[config.mk]
export PLATFORM = sky130hd
export DESIGN_NAME = video_grid_rx
export DESIGN_NICKNAME = d
export VERILOG_FILES = /design/src/rtl/video_pkg.sv /design/src/rtl/video_timing_meas.sv /design/src/rtl/video_grid_rx.sv
export SDC_FILE = /design/constraint.sdc
export NUM_CORES = 1
export LEC_CHECK = 0
export ABC_AREA = 1
export CAP_MARGIN = 30
export CORE_MARGIN = 3
export CORE_UTILIZATION = 54
export CTS_CLUSTER_DIAMETER = 120
export DETAILED_ROUTE_END_ITERATION = 10
export PLACE_DENSITY_LB_ADDON = 0.12
export SLEW_MARGIN = 20
export SYNTH_ARGS = -nofsm -noshare
export SYNTH_HDL_FRONTEND = slang
export SYNTH_SLANG_ARGS = --single-unit
[constraint.sdc]
create_clock -name CLK -period 1.92 [get_ports CLK]
set_input_delay 0.48 -clock CLK [delete_from_list [all_inputs] [get_ports CLK]]
set_output_delay 0.48 -clock CLK [all_outputs]
set_load 0.01 [all_outputs]
[src/rtl/video_pkg.sv]
// Shared RGB565 and 8x8 bit-grid definitions used by the display
// generator and the loopback receiver.
package video_pkg;

    localparam int R_W = 5;
    localparam int G_W = 6;
    localparam int B_W = 5;

    localparam int GRID_N     = 8;
    localparam int GRID_X_OFS = 128;
    localparam int GRID_Y_OFS = 8;
    localparam int GRID_CELL  = 32;

    typedef enum logic [1:0] {
        IDLE,
        FRAME,
        LINE
    } vstate_e;

    typedef struct packed {
        logic           de;
        logic           hs;
        logic           vs;
        logic [R_W-1:0] r;
        logic [G_W-1:0] g;
        logic [B_W-1:0] b;
    } lcd_t;

    // A lit cell is drawn white; red and green MSBs both set.
    function automatic logic grid_bit(input lcd_t p);
        return p.r[R_W-1] & p.g[G_W-1];
    endfunction

endpackage

[src/rtl/video_timing_meas.sv]
// LCD input registers, DE/VSYNC edge detect, pixel/line counting
// and per-frame geometry measurement with lock tracking.
module video_timing_meas
    import video_pkg::*;
#(
    parameter int   CW     = 12,
    parameter logic VS_ACT = 1'b1
) (
    input  logic          clk_i,
    input  logic          rst_ni,
    input  lcd_t          lcd_i,
    output lcd_t          pix_o,
    output logic          pix_vld_o,
    output logic [CW-1:0] pix_x_o,
    output logic [CW-1:0] pix_y_o,
    output logic          commit_o,
    output logic          frame_bad_o,
    output logic [CW-1:0] act_w_o,
    output logic [CW-1:0] act_h_o,
    output logic          locked_o
);

    localparam logic [CW-1:0] CMAX = '1;

    lcd_t          s1_q, s2_q;
    vstate_e       state_q, state_d;
    logic [CW-1:0] xcnt_q, xcnt_d;
    logic [CW-1:0] ycnt_q, ycnt_d;
    logic [CW-1:0] wref_q, wref_d;
    logic [CW-1:0] act_w_q, act_w_d;
    logic [CW-1:0] act_h_q, act_h_d;
    logic          werr_q, werr_d;
    logic          sat_q, sat_d;
    logic [1:0]    mcnt_q, mcnt_d;
    logic          vs_edge, de_rise;

    assign vs_edge = (s1_q.vs == VS_ACT) && (s2_q.vs != VS_ACT);
    assign de_rise = s1_q.de && !s2_q.de;

    // xcnt holds pixels already seen on the line, so it is also the
    // index of the pixel currently in s1.
    always_comb begin
        state_d   = state_q;
        xcnt_d    = xcnt_q;
        ycnt_d    = ycnt_q;
        wref_d    = wref_q;
        werr_d    = werr_q;
        sat_d     = sat_q;
        act_w_d   = act_w_q;
        act_h_d   = act_h_q;
        mcnt_d    = mcnt_q;
        commit_o  = 1'b0;
        pix_vld_o = 1'b0;
        pix_x_o   = xcnt_q;
        pix_y_o   = ycnt_q;
        if (vs_edge) begin
            if (state_q != IDLE) begin
                commit_o = 1'b1;
                act_w_d  = wref_q;
                act_h_d  = ycnt_q;
                if (wref_q == act_w_q && ycnt_q == act_h_q && !werr_q)
                    mcnt_d = (mcnt_q == 2'd2) ? 2'd2 : mcnt_q + 2'd1;
                else
                    mcnt_d = '0;
            end
            state_d = FRAME;
            xcnt_d  = '0;
            ycnt_d  = '0;
            werr_d  = 1'b0;
            sat_d   = 1'b0;
            pix_y_o = '0;
            if (de_rise) begin
                state_d   = LINE;
                xcnt_d    = CW'(1);
                pix_vld_o = 1'b1;
                pix_x_o   = '0;
            end
        end else begin
            unique case (state_q)
                FRAME: begin
                    if (de_rise) begin
                        state_d   = LINE;
                        xcnt_d    = CW'(1);
                        pix_vld_o = 1'b1;
                        pix_x_o   = '0;
                    end
                end
                LINE: begin
                    if (s1_q.de) begin
                        pix_vld_o = 1'b1;
                        if (xcnt_q == CMAX) sat_d  = 1'b1;
                        else                xcnt_d = xcnt_q + CW'(1);
                    end else begin
                        state_d = FRAME;
                        if (ycnt_q == '0)          wref_d = xcnt_q;
                        else if (xcnt_q != wref_q) werr_d = 1'b1;
                        if (ycnt_q == CMAX) sat_d  = 1'b1;
                        else                ycnt_d = ycnt_q + CW'(1);
                    end
                end
                default: ;
            endcase
        end
    end

    always_ff @(posedge clk_i) begin
        if (!rst_ni) begin
            s1_q    <= '0;
            s2_q    <= '0;
            state_q <= IDLE;
            xcnt_q  <= '0;
            ycnt_q  <= '0;
            wref_q  <= '0;
            werr_q  <= 1'b0;
            sat_q   <= 1'b0;
            act_w_q <= '0;
            act_h_q <= '0;
            mcnt_q  <= '0;
        end else begin
            s1_q    <= lcd_i;
            s2_q    <= s1_q;
            state_q <= state_d;
            xcnt_q  <= xcnt_d;
            ycnt_q  <= ycnt_d;
            wref_q  <= wref_d;
            werr_q  <= werr_d;
            sat_q   <= sat_d;
            act_w_q <= act_w_d;
            act_h_q <= act_h_d;
            mcnt_q  <= mcnt_d;
        end
    end

    assign pix_o       = s1_q;
    assign frame_bad_o = werr_q | sat_q;
    assign act_w_o     = act_w_q;
    assign act_h_o     = act_h_q;
    assign locked_o    = (mcnt_q == 2'd2);

endmodule

[src/rtl/video_grid_rx.sv]
// Bit-grid readback receiver: samples the centre of each 8x8 grid
// cell and commits the recovered row registers once per frame.
module video_grid_rx
    import video_pkg::*;
#(
    parameter int   X_OFS  = GRID_X_OFS,
    parameter int   Y_OFS  = GRID_Y_OFS,
    parameter int   CELL   = GRID_CELL,
    parameter logic VS_ACT = 1'b1,
    parameter int   CW     = 12
) (
    input  logic           CLK,
    input  logic           nRST,
    input  logic           LCD_DE,
    input  logic           LCD_HSYNC,
    input  logic           LCD_VSYNC,
    input  logic [R_W-1:0] LCD_R,
    input  logic [G_W-1:0] LCD_G,
    input  logic [B_W-1:0] LCD_B,
    input  logic [2:0]     rd_sel,
    output logic [7:0]     rd_dat,
    output logic           frame_stb,
    output logic           grid_err,
    output logic           locked,
    output logic [CW-1:0]  act_w,
    output logic [CW-1:0]  act_h
);

    localparam int         LG    = $clog2(CELL);
    localparam logic [6:0] NSAMP = 7'(GRID_N * GRID_N);

    lcd_t          lcd, pix;
    logic          pix_vld, commit, frame_bad;
    logic [CW-1:0] pix_x, pix_y, dx, dy;
    logic          hit_x, hit_y, samp;
    logic [2:0]    col, row;

    logic [GRID_N-1:0][7:0] shad_q, shad_d;
    logic [GRID_N-1:0][7:0] regs_q, regs_d;
    logic [6:0]             scnt_q, scnt_d;
    logic                   cerr_q, cerr_d;
    logic                   stb_q, stb_d;
    logic                   gerr_q, gerr_d;

    assign lcd = '{de: LCD_DE, hs: LCD_HSYNC, vs: LCD_VSYNC,
                   r: LCD_R, g: LCD_G, b: LCD_B};

    video_timing_meas #(
        .CW     (CW),
        .VS_ACT (VS_ACT)
    ) u_meas (
        .clk_i       (CLK),
        .rst_ni      (nRST),
        .lcd_i       (lcd),
        .pix_o       (pix),
        .pix_vld_o   (pix_vld),
        .pix_x_o     (pix_x),
        .pix_y_o     (pix_y),
        .commit_o    (commit),
        .frame_bad_o (frame_bad),
        .act_w_o     (act_w),
        .act_h_o     (act_h),
        .locked_o    (locked)
    );

    // Cell centre: offset past the grid origin is k*CELL + CELL/2.
    assign dx    = pix_x - CW'(X_OFS);
    assign dy    = pix_y - CW'(Y_OFS);
    assign hit_x = (pix_x >= CW'(X_OFS)) && (dx[LG-1:0] == LG'(CELL / 2))
                && ((dx >> LG) < CW'(GRID_N));
    assign hit_y = (pix_y >= CW'(Y_OFS)) && (dy[LG-1:0] == LG'(CELL / 2))
                && ((dy >> LG) < CW'(GRID_N));
    assign col   = dx[LG+2:LG];
    assign row   = dy[LG+2:LG];
    assign samp  = pix_vld && hit_x && hit_y;

    always_comb begin
        shad_d = shad_q;
        regs_d = regs_q;
        scnt_d = scnt_q;
        cerr_d = cerr_q;
        gerr_d = gerr_q;
        stb_d  = 1'b0;
        if (commit) begin
            stb_d  = 1'b1;
            gerr_d = cerr_q | frame_bad | (scnt_q != NSAMP);
            if (scnt_q == NSAMP && !cerr_q) regs_d = shad_q;
            scnt_d = '0;
            cerr_d = 1'b0;
        end
        if (samp) begin
            shad_d[row][3'd7 - col] = grid_bit(pix);
            if (!pix.b[B_W-1]) cerr_d = 1'b1;
            if (scnt_d != '1) scnt_d = scnt_d + 7'd1;
        end
    end

    always_ff @(posedge CLK) begin
        if (!nRST) begin
            shad_q <= '0;
            regs_q <= '0;
            scnt_q <= '0;
            cerr_q <= 1'b0;
            stb_q  <= 1'b0;
            gerr_q <= 1'b0;
        end else begin
            shad_q <= shad_d;
            regs_q <= regs_d;
            scnt_q <= scnt_d;
            cerr_q <= cerr_d;
            stb_q  <= stb_d;
            gerr_q <= gerr_d;
        end
    end

    assign rd_dat    = regs_q[rd_sel];
    assign frame_stb = stb_q;
    assign grid_err  = gerr_q;

endmodule

# --- Word-level counts from Yosys, hierarchy flattened ---
# Cells that the tools add are included.
op_classes:
  n_addsub: 7
  n_lt_le_gt_ge: 9
  eq_ne: 18
  n_mux: 40
  n_bitwise: 10
  n_reduce_logical: 29
ops:
  columns: ["cell", "count"]
  rows:
  - ["12-bit two-way mux", 8]
  - ["64-bit bitwise mux", 1]
  - ["12-bit by 1-bit adder with 12-bit output (second input constant)", 2]
  - ["8-bit binary-select mux with 3-bit select", 1]
  - ["8-bit demux with 3-bit select", 1]
  - ["12-bit equality test", 2]
  - ["12-bit equality test (second input constant)", 2]
  - ["12-bit one-hot mux with 2 select lines", 1]
  - ["7-bit two-way mux", 3]
  - ["8-bit two-way mux", 2]
  - ["7-bit by 4-bit < comparator with 1-bit output (second input constant)", 2]
  - ["1-bit two-way mux", 14]
  - ["7-bit != test (second input constant)", 2]
  - ["1-bit logical AND", 13]
  - ["12-bit by 4-bit greater-or-equal comparator with 1-bit output (second input constant)", 1]
  - ["12-bit by 8-bit greater-or-equal comparator with 1-bit output (second input constant)", 1]
  - ["12-bit zero test", 1]
  - ["3-bit by 4-bit < comparator with 1-bit output (second input constant)", 3]
  - ["2-bit two-way mux", 6]
  - ["12-bit != test", 1]
  - ["4-bit AND reduction", 3]
  - ["12-bit by 4-bit subtractor with 12-bit output (second input constant)", 1]
  - ["12-bit by 8-bit subtractor with 12-bit output (second input constant)", 1]
  - ["5-bit equality test (second input constant)", 2]
  - ["other kinds (23)", 39]
totals:
  register_bits: 224
  in_bits: 24
  out_inout_bits: 35
  wordCells: 149

# --- Logic depth before layout (Yosys ltp) ---
# Gate-level depths: netlist of run 1.
logic_depth:
  ltp_word: 14
  depth_mapped: 17
  depth_no_buf: 16

# --- Modules after synthesis ---
# A second synthesis of run 1 with hierarchy kept.
hier_totals:
  hier_cells: 1648
  hier_area_um2: 10820.4
modules_own_cells:
  columns: ["module", "instances", "cells_each", "area_each_um2"]
  rows:
  - ["video_grid_rx", 1, 1014, 6506.2]
  - ["video_timing_meas", 1, 634, 4314.1]

# --- Worst setup path after synthesis of run 1 ---
# OpenSTA, ideal clock, no wires.
synth_timing:
  path_type: "reg2reg"
  from: "register u_meas.s2_q[16] in the netlist's numbering"
  to: "register shad_q[57] in the netlist's numbering"
  setup_time_ns: 0.115
  t_arrival_ns: 1.959
  required_ns: 1.805
  path_slack_ns: -0.154
  path_stages_with_launch: 16
  period_less_slack_ns: 2.074
  cell_sequence: "dfxtp_1 -> inv_2 -> nand2_4 -> nand2_1 -> ha_1 -> inv_1 -> nand3_1 -> nor2_1 -> nand2_2 -> nor2_8 -> nand4_4 -> nor2_2 -> buf_6 -> nand3_1 -> nand2_1 -> nor2_1"
synth_between:
  elab_chain_len: 12
synth_lines:
  columns: ["element", "line", "source"]
  rows:
  - ["from (decl)", "video_timing_meas.sv:25", "lcd_t s1_q, s2_q;"]
  - ["from (signal assigned)", "video_timing_meas.sv:121", "s2_q <= s1_q;"]
  - ["1-bit NOT *", "video_timing_meas.sv:37", "assign vs_edge = (s1_q.vs == VS_ACT) && (s2_q.vs != VS_ACT);"]
  - ["1-bit logical AND *", "video_timing_meas.sv:37", null]
  - ["12-bit two-way mux", "video_timing_meas.sv:56", "if (vs_edge) begin"]
  - ["12-bit by 8-bit subtractor with 12-bit output", "video_grid_rx.sv:67", "assign dx = pix_x - CW'(X_OFS);"]
  - ["3-bit subtractor", "video_grid_rx.sv:92", "shad_d[row][3'd7 - col] = grid_bit(pix);"]
  - ["3-bit by 4-bit < comparator with 1-bit output (implied by the code) / 3-bit by 1-bit greater-or-equal comparator with 1-bit output (equally long branches)", "video_grid_rx.sv:92", null]
  - ["1-bit logical AND (implied by the code)", "video_grid_rx.sv:92", null]
  - ["1-bit two-way mux (implied by the code)", "video_grid_rx.sv:92", null]
  - ["1-bit demux with 3-bit select", "video_grid_rx.sv:92", null]
  - ["8-bit two-way mux (implied by the code)", "video_grid_rx.sv:92", null]
  - ["8-bit demux with 3-bit select", "video_grid_rx.sv:92", null]
  - ["64-bit bitwise mux", "video_grid_rx.sv:92", null]
  - ["to (signal assigned)", "video_grid_rx.sv:100", "shad_q <= '0;"]
  - ["to (signal assigned)", "video_grid_rx.sv:107", "shad_q <= shad_d;"]
  - ["to (decl)", "video_grid_rx.sv:38", "logic [GRID_N-1:0][7:0] shad_q, shad_d;"]
# Every way passes the cells marked *; elsewhere a longest branch is shown, timed or not.
# A chain may end at the register's enable or synchronous reset.

# --- Worst setup path in the final report of run 1 ---
layout_timing:
  from: "register u_meas.s2_q[16] in the netlist's numbering"
  to: "register shad_q[55] in the netlist's numbering"
# Same word-level chain as after synthesis.

==> results of run 1 <==
[metal layers]
layer	share of wire	up-vias	global-route usage
met4	0.019	0	0.06616
met5	0	-	0
met1	0.44	4418	0.3264
met3	0.048	41	0.03337
li1	-	4827	-
met2	0.49	249	0.4426
[through the flow]
step                power (uW)  worst slack, ps  std cells  hold slack, ps  setup TNS, ps
floorplan                 5902           -61.53       1406           434.5         -685.5
global placement          6610           -804.9       1697           448.8         -11990
detailed placement        6635           -808.3       1697           454.2         -13290
CTS                      11930           -104.2       1749           433.4          -4762
global route             12450           -267.2       1764           447.9         -15820
finish                   11910           -101.8       1764           451.9          -4062
[flip-flops by register name, indices dropped and copies added (netlist names)]
register / flops
u_meas.pix_o: 5
scnt_q: 7
u_meas.state_q: 2
cerr_q: 1
u_meas.ycnt_q: 12
frame_stb: 1
shad_q: 64
u_meas.xcnt_q: 12
u_meas.wref_q: 12
u_meas.act_w_o: 12
u_meas.s2_q: 2
u_meas.act_h_o: 12
u_meas.werr_q: 1
u_meas.sat_q: 1
grid_err: 1
u_meas.mcnt_q: 2
regs_q: 64
[worst register-to-register path, cell delays in order, from the launching register on]
cell and delay [ps]:
dfxtp_2 330, inv_2 40, nand2_4 80, nand2_4 70, ha_4 250, inv_4 50, nand3_2 50, nor2_2 110
nand2_2 90, nor2_8 160, nand4_4 160, nor2_4 150, buf_12 160, nand3_1 90, nand2_1 90, nor2_1 40
[synth_stat cells]
| cell | instances | area share |
|---|---|---|
| nand2_1 | 196 | 0.074 |
| xnor2_1 | 4 | 0.0035 |
| nand4_4 | 2 | 0.0043 |
| o211ai_1 | 3 | 0.0023 |
| nand3_1 | 93 | 0.047 |
| dfxtp_1 | 211 | 0.42 |
| o21ai_0 | 147 | 0.074 |
| o21ai_1 | 1 | 0.00050 |
| nand4_1 | 12 | 0.0075 |
| o22ai_1 | 13 | 0.0082 |
| nor3_1 | 23 | 0.012 |
| buf_4 | 7 | 0.0053 |
| a211oi_1 | 1 | 0.00075 |
| clkinv_1 | 3 | 0.0011 |
| buf_1 | 6 | 0.0023 |
| nor2_1 | 310 | 0.12 |
| inv_2 | 6 | 0.0023 |
| nor2_4 | 12 | 0.014 |
| nor2_2 | 10 | 0.0063 |
| buf_2 | 14 | 0.0070 |
| a31oi_1 | 8 | 0.0050 |
| nand3_2 | 1 | 0.0010 |
| a21oi_1 | 120 | 0.060 |
| nor4_1 | 4 | 0.0025 |
| ha_1 | 10 | 0.013 |
| buf_6 | 12 | 0.014 |
| inv_1 | 88 | 0.033 |
| nand2_2 | 6 | 0.0038 |
| nand3b_1 | 2 | 0.0015 |
| xor2_1 | 25 | 0.022 |
| nor2_8 | 1 | 0.0020 |
| nor3b_1 | 1 | 0.00075 |
| xor2_4 | 1 | 0.0028 |
| or2_2 | 1 | 0.00063 |
| clkbuf_1 | 40 | 0.015 |
| a21oi_2 | 8 | 0.0070 |
| nand2_4 | 2 | 0.0023 |
| nand4_2 | 2 | 0.0025 |
[layout make-up]
class,count,area (um2)
multi-input combinational,1019,5194
inverter,97,385.4
timing repair buffer,165,1737
tap,229,286.5
clock inverter,12,244.0
fill,1491,5219
clock buffer,31,688.2
sequential,211,4272
[power by group through the flow]
stage	clock network (uW)	registers (uW)	logic, uW
3_5_place_dp	0	4810	1830
5_1_grt	5560	4740	2140
6_report	5280	4720	1910
2_1_floorplan	0	4820	1080
3_3_place_gp	0	4810	1800
4_1_cts	5370	4710	1850
[cell families after synthesis]
family / count (synthesis) / share of synthesized area
xor gates and xnor gates: 30 / 0.02826
AOI/OAI and AO/OA: 301 / 0.1579
DFF: 211 / 0.4240
and+or+nand+nor: 678 / 0.2975
buffers and inverters: 176 / 0.07975
adders and majority gates: 10 / 0.01256
[path summary, 6_finish.rpt]
| kind | startpoint | to | slack (ps) | depth (start not counted) |
|---|---|---|---|---|
| max | u_meas.s2_q[16] | shad_q[55] | -100 | 15 |
| min | nRST | cerr_q | 450 | 4 |
| max reg2reg | u_meas.s2_q[16] | shad_q[55] | -100 | 15 |
| min reg2reg | u_meas.sat_q | u_meas.sat_q | 470 | 2 |
[what timing repair did]
item                       4_1_cts  5_1_grt
setup endpoints to repair       90      125
cloned                           2        4
gates resized for setup         97       76
hold buffers                     0        0
setup buffers                    7       11
pin swaps                       18       48
==> impl_metrics.toml, run 1 <==
[clock_tree]
clockBufferDepth = 3
cts_root_buffer = "clkbuf_16"
cts.clk_slew.worst_paths_ps = 60
htree_num_levels = 1
cts.sinks = 211
cts_tree = "built"
clk_latency_ps = 510
cts_buffers = 24

[critical_path]
start_kind = "flop"
path_class = "flop to flop"
crit_top_cell = "nand2_4"
crit_fanout = 16
cp_num_buf_inv = 3
crit_required_ps = 2320
cp_data_arrival_time_ps = 2420
slowest_delay_ps = 330
endpoint_kind = "flop"
critPathTopFamily = "simple AND/OR/NAND/NOR gates"
crit_chain = "inv_2 -> nand2_4 -> nand2_4 -> ha_4 -> inv_4 -> nand3_2 -> nor2_2 -> nand2_2 -> nor2_8 -> nand4_4 -> nor2_4 -> buf_12 -> nand3_1 -> nand2_1 -> nor2_1"
slowest_stage = "dfxtp_2"

[finish]
postLayoutCoreUtil = 0.7105
layout_common_cells = "nor2_1, nand2_1, dfxtp_1"
final_common_cell = "nor2_1"
diodes = 0
nets = 1552
finish.instance_area_um2 = 12810
area_growth_pct = 28.55
layout-drive-gt1-share = 0.2072

[place]
dp.final_hpwl_mm = 17.07
port_buffers = 44
placedInstanceArea_um2 = 11420
place_congestion = 0.8897

[timing]
fmax_mhz = 494.6
rsz0062_at_grt = "yes"
timing.final.crit_share = 1.053
finClkSkew_ps = 8.969
post-route-min-period_ps = 2022
setup_ws_ps = -101.8
finalMaxSlewViolations = 0
worstMarginPinSlew_ps = 419.9
setup_viol = 68
relSlewSlack = 0.7191
hold_viol_final = 0

[synthesis]
syn_area_per_cell_um2 = 7.085
ys_ff_latch = 211
yosys_warnings = 0
syn_area_um2 = 9962
yosysUniqueCellTypes = 38
ys_seq_area_frac = 0.4240
syn_inst = 1406
syn_nets = 1440

[floorplanning]
dieWidth_um = 141.8
fp.coreArea_um2 = 18020
std_cell_rows = 49
die_area_um2 = 20110
fp.dieH_um = 141.8
io_pins = 59
start_util = 0.5527

[flow_run]
maxCapViolCount = 0

[routing]
drt_iter0_drc = 673
drtPass1Iterations = 5
final_antenna_net_count = 0
viasPerCell = 5.405
avgRoutedWirePerCell_um = 14.90
vias = 9535
wl_mm = 26.29
drc = 0

[global_route]
grt_pass1_wl_mm = 42.32
overflow = 0
grt_pass1_vias = 8664
track_usage = 0.2518
grt_antenna_before_repair = 0
grt_max_degree = 88

[pwr]
p_sw_uw = 3084
internal-power_uw = 8827
power.leakage_uw = 0.005356
clockPowerShare = 0.444
share_comb_of_total_power = 0.160
switching_share = 0.2590
powerDensity_nw_per_um2 = 930.1
max-vdd-ir-drop_mv = 0.7695
seq_power_share = 0.396

[run_status]
violations = "negative setup slack"
status = "finished, violations left"

[hold_path]
hold_class = "input port to flop"
(Power assumes the default switching activity.)
==> inputs of run 2 (changes only) <==
==> constraint.sdc (replaced) <==
create_clock -name CLK -period 1.92 [get_ports CLK]
set_input_delay 0.48 -clock CLK [delete_from_list [all_inputs] [get_ports CLK]]
set_output_delay 0.48 -clock CLK [all_outputs]
set_load 0.05 [all_outputs]
==> impl_metrics.toml, run 2 (synthesis gave the netlist of run 1 again) <==
[routing]
final_antenna_net_count = 0
drtPass1Iterations = 7
drc = 0
vias = 9328
drt_iter0_drc = 634
avgRoutedWirePerCell_um = 14.83
wl_mm = 25.80
viasPerCell = 5.364

[timing]
post-route-min-period_ps = 1979
hold_viol_final = 0
finClkSkew_ps = 8.624
finalMaxSlewViolations = 0
rsz0062_at_grt = "yes"
setup_viol = 62
worstMarginPinSlew_ps = 421.4
timing.setup.tns_ps = -1479
fmax_mhz = 505.4
relSlewSlack = 0.7165
timing.final.crit_share = 1.031
setup_ws_ps = -58.61
holdWs_ps = 446.6

[clock_tree]
clockBufferDepth = 3
cts.sinks = 211
cts.clk_slew.worst_paths_ps = 60
cts_buffers = 22
cts_root_buffer = "clkbuf_16"
clk_latency_ps = 500
cts_tree = "built"
htree_num_levels = 1

[pwr]
powerDensity_nw_per_um2 = 871.5
switching_share = 0.2919
clockPowerShare = 0.377
seq_power_share = 0.423
internal-power_uw = 7920
max-vdd-ir-drop_mv = 0.9330
p_sw_uw = 3265
power.leakage_uw = 0.005081
share_comb_of_total_power = 0.201

[critical_path]
cp_data_arrival_time_ps = 2370
crit_fanout = 16
crit_chain = "inv_2 -> nand2_4 -> nand2_4 -> ha_4 -> inv_4 -> nand3_2 -> nor2_2 -> nand2_2 -> nor2_8 -> nand4_4 -> nor2_4 -> buf_12 -> nand3_1 -> nand2_1 -> nor2_1"
critPathTopFamily = "simple AND/OR/NAND/NOR gates"
endpoint_kind = "flop"
crit_top_cell = "nand2_4"
slowest_delay_ps = 340
crit_required_ps = 2310
path_class = "flop to flop"
start_kind = "flop"
cp_num_buf_inv = 3
slowest_stage = "dfxtp_2"

[global_route]
overflow = 0
grt_pass1_vias = 8647
track_usage = 0.2507
grt_antenna_before_repair = 0
grt_max_degree = 66
grt_pass1_wl_mm = 42.27

[place]
place_ws_ps = -498.3
dp.final_hpwl_mm = 17.16
port_buffers = 44
placedInstanceArea_um2 = 11420
place_congestion = 0.9247

[finish]
layout-drive-gt1-share = 0.2517
area_growth_pct = 28.84
reg_top3 = "regs_q (64), shad_q (64)"
layout_common_cells = "nor2_1, nand2_1, dfxtp_1"
final_common_cell = "nor2_1"
diodes = 0
finish.instance_area_um2 = 12830
fillCellCount = 1506
nets = 1532

[floorplanning]
fp.coreArea_um2 = 18020
fp.dieH_um = 141.8
die_area_um2 = 20110
std_cell_rows = 49
io_pins = 59
dieWidth_um = 141.8
start_util = 0.5527

[flow_run]
maxCapViolCount = 0

[run_status]
status = "finished, violations left"
violations = "negative setup slack"

[hold_path]
hold_class = "input port to flop"
-- run 2: routing by layer --
layer | wire (um) | GRT usage | vias to the layer above
met5 | 0 | 0 | -
met4 | 478 | 0.07020 | 0
met3 | 1087 | 0.03000 | 41
met2 | 12610 | 0.4319 | 221
met1 | 11620 | 0.3328 | 4283
li1 | - | - | 4783
-- run 2: timing repair --
item,CTS,global route
hold endpoints to repair,0,0
gates resized for setup,115,85
setup endpoints to repair,78,112
pin swaps,39,28
cloned,5,0
hold buffers,0,0
buffers inserted,7,8
-- run 2: path summary, 6_finish.rpt --
check / startpoint / end / slack (ps) / cells after the start
setup / recovery: u_meas.s2_q[16] / shad_q[31] / -60 / 15
hold reg to reg: u_meas.sat_q / u_meas.sat_q / 460 / 2
hold / removal: nRST / u_meas.s2_q[18] / 450 / 4
setup reg to reg: u_meas.s2_q[16] / shad_q[31] / -60 / 15
-- run 2: power groups by stage --
stage / combinational (uW) / clock (uW) / sequential (uW)
floorplan: 1180 / 0 / 5030
global placement: 2060 / 0 / 4810
detailed placement: 2080 / 0 / 4820
CTS: 2180 / 4280 / 4720
global route: 2470 / 4470 / 4750
finish: 2240 / 4220 / 4730
-- run 2: cell type report --
cell class              count  area (um2)  area share
inverters                  97       377.9     0.02944
flip-flops and latches    211        4273      0.3329
well taps                 229       286.5     0.02232
clock inverters             8       95.09    0.007409
repair buffers            147        1604      0.1250
clock buffers              28       614.3     0.04787
multi-input cells        1019        5584      0.4351
-- run 2: worst reg2reg max path, delay by kind of cell, from the launching register on --
family        cells  cell delay (ps)
flops             1              340
fa+ha+maj         1              240
buf+inv           3              250
simple gates     11             1040
-- run 2: through the flow --
step,total power [uW],utilization,instances
final,11190,0.7121,1739
after global routing,11690,0.7121,1739
after CTS,11180,0.6985,1735
after detailed placement,6891,0.6338,1687
after global placement,6867,0.6338,1687
after floorplan,6205,-,1406
==> inputs of run 3 (changes only) <==
- CORE_UTILIZATION: 54 -> 58
- DONT_BUFFER_PORTS: unset -> 1
==> impl_metrics.toml, run 3 (synthesis gave the netlist of run 1 again) <==
[critical_path]
crit_required_ps = 2320
slowest_stage = "dfxtp_2"
ff2ff_setup_slack_ps = -150
r2r-start = "u_meas.s2_q[16]"
crit_chain = "inv_2 -> nand2_4 -> nand2_4 -> ha_4 -> inv_2 -> nand3_2 -> nor2_2 -> nand2_2 -> nor2_8 -> buf_6 -> nand4_4 -> nor2_4 -> buf_12 -> nand3_1 -> nand2_1 -> nor2_1"
endpoint_kind = "flop"
r2r-end = "shad_q[51]"
start_kind = "flop"
slowest_delay_ps = 330
crit_fanout = 8
cp_data_arrival_time_ps = 2460
path_class = "flop to flop"
cp_num_buf_inv = 4
critPathTopFamily = "simple AND/OR/NAND/NOR gates"
r2r_cells = 16

[place]
place_ws_ps = -155.6
dp.final_hpwl_mm = 15.71
place_congestion = 0.9047
port_buffers = 0

[routing]
avgRoutedWirePerCell_um = 15.19
final_antenna_net_count = 0
viasPerCell = 5.525
drtPass1Iterations = 5
drt_iter0_drc = 733
drc = 0
vias = 9520
wl_mm = 26.18

[clock_tree]
cts_tree = "built"
cts.clk_slew.worst_paths_ps = 60
clk_latency_ps = 510
htree_num_levels = 1
cts_buffers = 23
cts_root_buffer = "clkbuf_16"
cts.sinks = 211
cts_hold_buffers = 0
clockBufferDepth = 3

[global_route]
grt_antenna_before_repair = 0
grt_pass1_vias = 8659
grt.met3_usage = 0.03419
grt_max_degree = 181
grt_pass1_wl_mm = 42.03
grt.met2_usage = 0.4722
track_usage = 0.2712
top_usage_layer = "met2"
grt_util_met1 = 0.3532
overflow = 0

[finish]
area_growth_pct = 28.55
nets = 1521
multi_input_area_um2 = 5533
layout_common_cells = "nor2_1, nand2_1, dfxtp_1"
layout-drive-gt1-share = 0.2315
regArea_um2 = 4264
fillCellCount = 1208
reg_top3 = "regs_q (64), shad_q (64)"
final_common_cell = "nor2_1"
diodes = 0

[timing]
finClkSkew_ps = 18.77
worstMarginPinSlew_ps = 505.3
setup_ws_ps = -146.4
setup_viol = 77
rsz0062_at_grt = "yes"
finalMaxSlewViolations = 0
fmax_mhz = 483.9
post-route-min-period_ps = 2066
hold_viol_final = 0
timing.final.crit_share = 1.076
timing.setup.tns_ps = -6059
holdWs_ps = 85.04
relSlewSlack = 0.6627

[run_status]
violations = "negative setup slack"
status = "finished, violations left"

[floorplanning]
dieWidth_um = 137.1
fp.coreArea_um2 = 16700
start_util = 0.5965
io_pins = 59
std_cell_rows = 47
fp.dieH_um = 137.1
die_area_um2 = 18780

[flow_run]
maxCapViolCount = 0

[hold_path]
min_to = "u_meas.pix_o[4]"
hold_class = "input port to flop"
hp-start = "LCD_B[4]"
whs_path_depth = 2

[pwr]
max-vdd-ir-drop_mv = 0.8181
powerDensity_nw_per_um2 = 932.0
power.leakage_uw = 0.005058
run 3: cell types whose count changed in the layout (fill, tap and decap cells not counted), moves of 5 or more:
| cell | before | now |
|---|---|---|
| clkdlybuf4s50_1 | 5 | 0 |
| o21ai_0 | 113 | 118 |
| dfxtp_1 | 172 | 181 |
| o21ai_2 | 17 | 12 |
| nand3_1 | 69 | 75 |
| nor2_4 | 23 | 18 |
| dfxtp_2 | 39 | 29 |
| bufinv_16 | 2 | 7 |
| nand3_2 | 23 | 16 |
run 3: power breakdown:
group | switching, uW | internal, uW
Sequential | 173 | 4560
Combinational | 1320 | 829
Clock | 1750 | 3290
Total | 3250 | 8690
run 3: timing repair:
item                       4_1_cts  5_1_grt
gates resized for setup         67       84
setup endpoints to repair       78      108
cloned                           0        3
pin swaps                       42       43
buffers inserted                 9        6
run 3: stage by stage:
step / std cells / instance area (um2) / total power [uW] / util
finish: 1723 / 12810 / 11930 / 0.7668
global route: 1723 / 12810 / 12440 / 0.7668
CTS: 1714 / 12440 / 11840 / 0.7451
detailed placement: 1664 / 11310 / 6789 / 0.6774
global placement: 1664 / 11310 / 6760 / 0.6774
floorplan: 1406 / 10230 / 6205 / -
run 3: worst max-delay path by stage:
stage	slack [ps]	start	depth (start not counted)	endpoint
2_1_floorplan	-60	u_meas.s2_q[16]	15	shad_q[5]
5_1_grt	-280	u_meas.s2_q[16]	16	shad_q[19]
4_1_cts	-150	regs_q[48]	5	rd_dat[0]
6_report	-150	u_meas.s2_q[16]	16	shad_q[51]
3_3_place_gp	-120	u_meas.s2_q[16]	14	scnt_q[3]
3_5_place_dp	-160	u_meas.s2_q[16]	14	scnt_q[4]
run 3: per-layer routing:
metal,routed length [um],up-vias
met4,520,0
met1,10950,4427
met2,13140,293
met5,0,-
met3,1571,38
li1,-,4762
run 3: cell type report:
type	count	share of cell area
tap	220	0.02149
inverter	97	0.02912
timing repair buffer	135	0.1163
clock inverter	9	0.01739
sequential	211	0.3330
multi-input combinational	1019	0.4320
clock buffer	32	0.05071
